**config.mk**
```make
export PLATFORM = sky130hd
export DESIGN_NAME = anim_sequencer
export DESIGN_NICKNAME = d
export VERILOG_FILES = /design/src/rtl/anim_sequencer.sv
export SDC_FILE = /design/constraint.sdc
export NUM_CORES = 1
export LEC_CHECK = 0
export CORE_UTILIZATION = 55
export CTS_BUF_LIST = sky130_fd_sc_hd__clkbuf_8
export DETAILED_ROUTE_END_ITERATION = 10
export GPL_TIMING_DRIVEN = 0
export PLACE_DENSITY = 0.77
export SYNTH_ARGS = -nofsm -noshare
export SYNTH_HDL_FRONTEND = slang
export SYNTH_SLANG_ARGS = --single-unit
```
**constraint.sdc**
```tcl
create_clock -name clk -period 2.2 [get_ports clk]
set_input_delay 0.33 -clock clk [delete_from_list [all_inputs] [get_ports clk]]
set_output_delay 0.33 -clock clk [all_outputs]
set_load 0.01 [all_outputs]
```
**src/rtl/anim_sequencer.sv**
```systemverilog
// Per-frame sprite controller: cel selection, bounced motion and shadowed host config.
// Every output register only loads on frame_start, so the datapath sees stable values all frame.
module anim_sequencer #(
   parameter int H_PIXELS = 640,
   parameter int V_PIXELS = 480,
   parameter int SPRITE_W = 272,
   parameter int SPRITE_H = 176,
   parameter int NUM_CELS = 2,
   parameter int STEP_X   = 2,
   parameter int STEP_Y   = 1,
   localparam int CW      = (NUM_CELS > 1) ? $clog2(NUM_CELS) : 1
) (
   input  logic          clk,
   input  logic          rst_n,
   input  logic          frame_start,
   input  logic          run,
   input  logic          step_req,
   output logic          step_ack,
   input  logic          cfg_valid,
   output logic          cfg_ready,
   input  logic [1:0]    cfg_addr,
   input  logic [9:0]    cfg_data,
   output logic [CW-1:0] cel_index,
   output logic [9:0]    sprite_left,
   output logic [9:0]    sprite_top,
   output logic          dir_x,
   output logic          dir_y
);
   localparam logic [10:0] MAX_X  = 11'(H_PIXELS - SPRITE_W);
   localparam logic [10:0] MAX_Y  = 11'(V_PIXELS - SPRITE_H);
   localparam logic [10:0] STEP_X11 = 11'(STEP_X);
   localparam logic [10:0] STEP_Y11 = 11'(STEP_Y);

   typedef enum logic [1:0] {PAUSED, RUNNING, STEPPING} state_t;

   state_t          state_q, state_d;
   logic [CW-1:0]   cel_q, cel_d;
   logic [9:0]      left_q, left_d, top_q, top_d;
   logic            dir_x_q, dir_x_d, dir_y_q, dir_y_d;
   logic            step_ack_q, step_ack_d;
   logic [5:0]      period_q, period_d, pcnt_q, pcnt_d;
   logic [3:0][9:0] shd_q, shd_d;
   logic [3:0]      pend_q, pend_d;
   logic            tick;
   logic [10:0]     mv_x, mv_y;

   // Returns {new_dir, new_pos}; 11-bit arithmetic so pos+step never wraps.
   function automatic logic [10:0] move(input logic [9:0] pos, input logic dir,
                                        input logic [10:0] step, input logic [10:0] lim);
      logic [10:0] nx;
      nx = {1'b0, pos} + step;
      if (dir) begin
         if (nx >= lim) move = {1'b0, lim[9:0]};
         else           move = {1'b1, nx[9:0]};
      end else if ({1'b0, pos} <= step) begin
         move = {1'b1, 10'd0};
      end else begin
         move = {1'b0, pos - step[9:0]};
      end
   endfunction

   function automatic logic [9:0] clamp(input logic [9:0] v, input logic [10:0] lim);
      clamp = ({1'b0, v} > lim) ? lim[9:0] : v;
   endfunction

   assign cfg_ready = !frame_start;
   assign tick      = frame_start && (state_q != PAUSED);

   always_comb begin
      state_d    = state_q;
      cel_d      = cel_q;
      left_d     = left_q;
      top_d      = top_q;
      dir_x_d    = dir_x_q;
      dir_y_d    = dir_y_q;
      step_ack_d = 1'b0;
      period_d   = period_q;
      pcnt_d     = pcnt_q;
      shd_d      = shd_q;
      pend_d     = pend_q;
      mv_x       = '0;
      mv_y       = '0;

      case (state_q)
         PAUSED:   if (run) state_d = RUNNING;
                   else if (step_req) state_d = STEPPING;
         RUNNING:  if (!run) state_d = PAUSED;
         STEPPING: if (run) state_d = RUNNING;
                   else if (frame_start) begin
                      state_d    = PAUSED;
                      step_ack_d = 1'b1;
                   end
         default:  state_d = PAUSED;
      endcase

      // cfg_ready excludes frame_start, so a write never races the apply below.
      if (cfg_valid && cfg_ready) begin
         shd_d[cfg_addr]  = cfg_data;
         pend_d[cfg_addr] = 1'b1;
      end

      if (frame_start) begin
         pend_d = '0;
         if (pend_q[3]) begin
            dir_x_d = shd_q[3][0];
            dir_y_d = shd_q[3][1];
         end
         if (pend_q[2]) begin
            period_d = (shd_q[2][5:0] == 6'd0) ? 6'd1 : shd_q[2][5:0];
            pcnt_d   = '0;
         end else if (tick) begin
            if (pcnt_q == period_q - 6'd1) begin
               pcnt_d = '0;
               cel_d  = (cel_q == CW'(NUM_CELS - 1)) ? '0 : cel_q + CW'(1);
            end else begin
               pcnt_d = pcnt_q + 6'd1;
            end
         end
         mv_x = move(left_q, dir_x_d, STEP_X11, MAX_X);
         mv_y = move(top_q, dir_y_d, STEP_Y11, MAX_Y);
         if (pend_q[0]) left_d = clamp(shd_q[0], MAX_X);
         else if (tick) {dir_x_d, left_d} = mv_x;
         if (pend_q[1]) top_d = clamp(shd_q[1], MAX_Y);
         else if (tick) {dir_y_d, top_d} = mv_y;
      end
   end

   always_ff @(posedge clk) begin
      if (!rst_n) begin
         state_q    <= PAUSED;
         cel_q      <= '0;
         left_q     <= '0;
         top_q      <= '0;
         dir_x_q    <= 1'b1;
         dir_y_q    <= 1'b1;
         step_ack_q <= 1'b0;
         period_q   <= 6'd16;
         pcnt_q     <= '0;
         shd_q      <= '0;
         pend_q     <= '0;
      end else begin
         state_q    <= state_d;
         cel_q      <= cel_d;
         left_q     <= left_d;
         top_q      <= top_d;
         dir_x_q    <= dir_x_d;
         dir_y_q    <= dir_y_d;
         step_ack_q <= step_ack_d;
         period_q   <= period_d;
         pcnt_q     <= pcnt_d;
         shd_q      <= shd_d;
         pend_q     <= pend_d;
      end
   end

   assign step_ack    = step_ack_q;
   assign cel_index   = cel_q;
   assign sprite_left = left_q;
   assign sprite_top  = top_q;
   assign dir_x       = dir_x_q;
   assign dir_y       = dir_y_q;
endmodule

```
# ---- After elaboration in Yosys (flattened, before gate mapping)
# Index checks and enable logic that the tools add are counted.
# W data, S select, Z words.
dict set report word_totals {
  regBits 82
  inputBits 18
  mem_bits_rw 0
  latch_bits 0
  out_inout_bits 25
  memories 0
  romBits 0
}
dict set report classes {
  n_reduce_logical 18
  n_eq_ne 6
  magnitude_cmp 8
  n_div 0
  shifts 0
  add_sub_neg 7
  bitwise_logic 4
  multipliers 0
  mux 37
}
# op count
set op_table {}
lappend op_table {{$mux W10} 7}
lappend op_table {{$mux W11} 6}
lappend op_table {{$bwmux W40} 1}
lappend op_table {{$mux W6} 4}
lappend op_table {{$ge A11 B9 Y1 const B} 2}
lappend op_table {{$demux W10 S2} 1}
lappend op_table {{$gt A10 B9 Y1 const B} 2}
lappend op_table {{$add A10 B1 Y11 const B} 1}
lappend op_table {{$add A10 B2 Y11 const B} 1}
lappend op_table {{$mux W1} 11}
lappend op_table {{$le A10 B1 Y1 const B} 1}
lappend op_table {{$le A10 B2 Y1 const B} 1}
lappend op_table {{$mux W2} 5}
lappend op_table {{$sub A10 B1 Y10 const B} 1}
lappend op_table {{$sub A10 B2 Y10 const B} 1}
lappend op_table {{$reduce_and A2 Y1} 4}
lappend op_table {{$reduce_bool A2 Y1} 4}
lappend op_table {{$add A6 B1 Y6 const B} 1}
lappend op_table {{$eq A6 B6 Y1} 1}
lappend op_table {{$logic_not A6 Y1} 1}
lappend op_table {{$ne A3 B3 Y1 const B} 2}
lappend op_table {{$pmux W2 S3} 1}
lappend op_table {{$sub A6 B1 Y6 const B} 1}
lappend op_table {{$or A4 B4 Y4} 1}
lappend op_table {{other kinds (15)} 19}

# ---- Logic depth before layout (Yosys ltp)
dict set report logic_depth {
  depth_word 6
  depth_mapped 8
  mapped_depth_nobuf 8
}

# ---- Worst setup path before layout
# OpenSTA, ideal clock, no wires.
dict set report synth_timing {
  path_type {reg2reg}
  from {register left_q[1] (netlist: sprite_left[1])}
  to {register left_q[5] (netlist: sprite_left[5])}
  stages_incl_launch_ff 9
  n_path_buf 1
  setup_ns 0.117
  arrival_time_ns 2.001
  slack_ns 0.082
  required_ns 2.083
  synth_period_minus_slack_ns 2.118
  cell_sequence {dfxtp_1 ha_1 and3_1 clkbuf_1 and3_1 o221ai_1 a21oi_1 nand2_1 a32o_1}
}
dict set report synth_via {
  elab_chain_len 6
  elab_cells_between_ends 9
}
# element line
set synth_rtl {}
lappend synth_rtl {{start, declared} 38} ;# logic [9:0] left_q, left_d, top_q, top_d;
lappend synth_rtl {{start signal, assigned} 144} ;# left_q <= left_d;
lappend synth_rtl {{$add A10 B2 Y11} 51} ;# nx = {1'b0, pos} + step;
lappend synth_rtl {{$ge A11 B9 Y1} 53} ;# if (nx >= lim) move = {1'b0, lim[9:0]};
lappend synth_rtl {{$mux W11} 53}
lappend synth_rtl {{$mux W11 (*)} 52} ;# if (dir) begin
lappend synth_rtl {{$mux W10 (*)} 122} ;# else if (tick) {dir_x_d, left_d} = mv_x;
lappend synth_rtl {{$mux W10 (*)} 121} ;# if (pend_q[0]) left_d = clamp(shd_q[0], MAX_X);
# Mark *: on every way between the ends. The rest lies on a longest branch, timed or not. The select of a mux whose other input is x is not followed.
# A chain may end at the register's enable or synchronous reset.

# ---- Final worst setup path
dict set report layout_timing {
  from {register top_q[7] (netlist: sprite_top[7])}
  to {register top_q[7] (netlist: sprite_top[7])}
}
dict set report layout_via {
  elab_chain_len 6
  elab_cells_between_ends 9
}
# element line
set layout_rtl {}
lappend layout_rtl {{start, declared} 38}
lappend layout_rtl {{start signal, assigned} 145} ;# top_q <= top_d;
lappend layout_rtl {{$add A10 B1 Y11} 51}
lappend layout_rtl {{$ge A11 B9 Y1} 53}
lappend layout_rtl {{$mux W11} 53}
lappend layout_rtl {{$mux W11 (*)} 52}
lappend layout_rtl {{$mux W10 (*)} 124} ;# else if (tick) {dir_y_d, top_d} = mv_y;
lappend layout_rtl {{$mux W10 (*)} 123} ;# if (pend_q[1]) top_d = clamp(shd_q[1], MAX_Y);
# Marked as above.

==> summary.md <==
| Metric | Value |
|---|---|
| Crit path max-delay family | simple AND/OR/NAND/NOR gates |
| Dominant synthesized flop cell | dfxtp_1 |
| RSZ-0062 raised after global routing | true |
| Synth-to-Final Area Change | 19.75% |
| GP Congestion | 0.8902 |
| Leak | 1.860 nW |
| Clock Latency Late Sink | about 350 ps |
| Worst-case clock buffer depth | 2 |
| Worst Path Max Fanout | 8 |
| TritonCTS Buffers | 9 |
| Gr ovfl total | 0 |
| Status | finished, final reports clean |
| Die area | a little over 8000 sq um |
| Average cell area after synthesis | 7.796 sq um |
| Port buffer count | between 40 and 50 |
| Post-synthesis mux area share | 3.759% |
| Min-Delay Path Class | flip-flop to flip-flop |
| Core Area | ~7400 sq um |
| Least-Margin Pin Slew | between 700 and 800 ps |
| Slew margin rel. | a little under half |
| Row count | 31 |
| VDD IR-drop max | 0.0006043 V |
| First-iteration detailed-routing DRC count | 530 |
| Critical path capture point type | flip-flop |
| Setup ws final | 89.63 ps |
| Share of cells above drive strength 1 | 8.780% |
| Slowest cell on the critical path | or4_4 |
| IO Pins | 43 |
| Design Area, Final | 5181 sq um |
| Vias | approximately 4.4k |
| Post-synth top area share | 32.39% |
| CP max stage delay | 550 ps |
| Post-synthesis adder-cell area fraction | 2.313% |
| DP Area | ~4900 sq um |
| Critical Path, Cell by Cell | buf_6, or4_4, nor4_4, nand2b_4, o21ai_1, a31oi_1, a311oi_1 |
| Commonest non-fill, non-tap cell in the layout | nand2_1 |
| Synthesized instance count | 555 |
| Clk root buf | clkbuf_8 |
| Setup slack at placement | -324.3 ps |
| DRC viols | 0 |
| Pre-antenna DRT Iters | 8 |
| Post-synth EDFFs | 0 |
| Final cell count without fillers | roughly 710 |
| Setup-failing EPs final | 0 |
| CP Class | flip-flop to flip-flop |
| Worst reg2reg setup slack | between 80 and 90 ps |
| Die width | 90.70 um |
| Yosys top cell by area | dfxtp_1 |
| CTS tree | yes |
| Clock-pin slew on the worst setup and hold paths | 80 ps |
| DRT Wirelength | approximately 12000 um |
| Seq/Total Area, Yosys | 32.39% |
| Cell count after placement | 695 |
| Area share of and/or/nand/nor cells after synthesis | 26.69% |
| First-pass GRT wire length | 19800 um |
| Startpoint Class | flip-flop |
| Initial core utilization | 58.40% |
| Commonest cells after routing, fill and taps aside | nand2_1, dfxtp_1, clkdlybuf4s50_1, nor2_1 |
| Vias per inst | around 6.2 |
| Pwr/cell area | 630.1 nW/um^2 |
| Die H | between 90 and 100 um |
| Max cap viols | 0 |
| Clock Skew | slightly above 7 ps |
| Fin crit period | about 2100 ps |
| Hold_ws | around 480 ps |
| Final worst-path cycle share | 95.93% |
| Worst path bufs/invs | 1 |
| Compound-Gate Fraction of Synth Area | between 20% and 30% |
| Synth unique cells | 70 |
| Tot GR Track Use | 29.68% |
| Number of synthesized register bits | 70 |
| Initial antenna violation count | 0 |
| Final Hold Vio Count | 0 |
| Ant. Diodes | 0 |
| Final Slew Violations | 0 |
| Synthesized area | 4327 sq um |
| Nets | 636 |
| Req. time, crit path | 2410 ps |
| Synth top area cells | dfxtp_1, nand2_1, a21boi_0 |
| Synthesis Warnings | 0 |
| Main combinational cell family by area after synthesis | simple AND/OR/NAND/NOR gates |
| Vias in the first global route | approximately 4k |
| Post-DRT Antenna Nets | 0 |
| Clock sink total | 70 |
| Largest net degree at the start of global routing | 14 |
| H-tree depth | 3 |
| Dpl hpwl | 8579 um |
| Arr. time, crit path | 2320 ps |
| XOR/XNOR Fraction of Synth Area | 5.668% |
| Post-Syn Nets | 581 |
| Fmax | 473.9 MHz |
| Wire per inst | 16.85 um |
| Asr flop ratio synth | 0% |
-- through the flow --
stage	utilization (%)	total power, W	TNS [ps]
2_1_floorplan	-	0.001766	0
3_3_place_gp	65.61	0.001949	-3204
3_5_place_dp	65.61	0.001959	-4220
4_1_cts	69.31	0.003248	0
5_1_grt	69.94	0.003389	-80.64
6_report	69.94	0.003265	0
-- cells by family (layout without fill, tap and decap cells) --
family,Yosys count,after routing
and+or+nand+nor,230,230
AOI/OAI and AO/OA,153,153
DFF,70,70
buffers and inverters,50,110
xor gates and xnor gates,28,28
muxes,16,16
adders and majority gates,8,8
-- cells in the mapped netlist, types with 8 or more instances --
cell type	number
nand2_1	82
dfxtp_1	70
nor2_1	34
o21ai_0	34
nand3_1	33
clkbuf_1	27
a21boi_0	26
a21oi_1	17
a31oi_1	14
mux2i_1	14
nor3_1	14
xnor2_1	14
xor2_1	14
nor2b_1	13
inv_1	11
and3_1	9
o21a_1	9
ha_1	8
nor4_1	8
-- routing by layer --
layer,vias to the layer above,GRT usage (%),wire [um]
met1,2088,40.77,5515
met4,0,7.796,113
li1,2116,-,-
met3,15,5.556,733
met2,183,47.47,5669
met5,-,0,0
-- where the power goes --
group          internal (W)  switching, W  total [W]
sequential          0.00131     0.0000529    0.00136
combinational      0.000270      0.000342   0.000611
clock              0.000757      0.000538    0.00129
total               0.00233      0.000932    0.00326
-- repair_timing --
item	4_1_cts	5_1_grt
pin swaps	1	3
hold buffers	0	0
gates resized for setup	9	9
setup endpoints to repair	17	22
buffers inserted	1	4
-- area by class of cell --
cell class / instances / area, sq um
fillers: 642 / 2227
flip-flops and latches: 70 / 1411
clock buffers: 9 / 123.9
repair buffers: 46 / 446.7
plain buffers: 37 / 161.4
inverters: 11 / 41.29
clock inverters: 7 / 120.1
multi-input cells: 435 / 2753
well taps: 99 / 123.9
-- worst register-to-register path: stages, from the launching register on --
cell and delay (ps):
dfxtp_1 320, buf_6 130, or4_4 550, nor4_4 320, nand2b_4 260, o21ai_1 90, a31oi_1 210, a311oi_1 80
-- sequential cells by signal (all words and copies together), names as in the netlist --
name,cells
shd_q,28
sprite_left,10
sprite_top,10
pcnt_q,6
period_q,6
pend_q,4
state_q,2
cel_index,1
dir_x,1
dir_y,1
step_ack,1
-- worst paths after layout --
kind	startpoint	end	depth (start not counted)
worst max-delay path	sprite_top[7]	sprite_top[7]	7
worst min-delay path	state_q[0]	step_ack	1
worst max register to register	sprite_top[7]	sprite_top[7]	7
worst min register to register	state_q[0]	step_ack	1
Note: power is estimated with default switching activity, not from simulation.
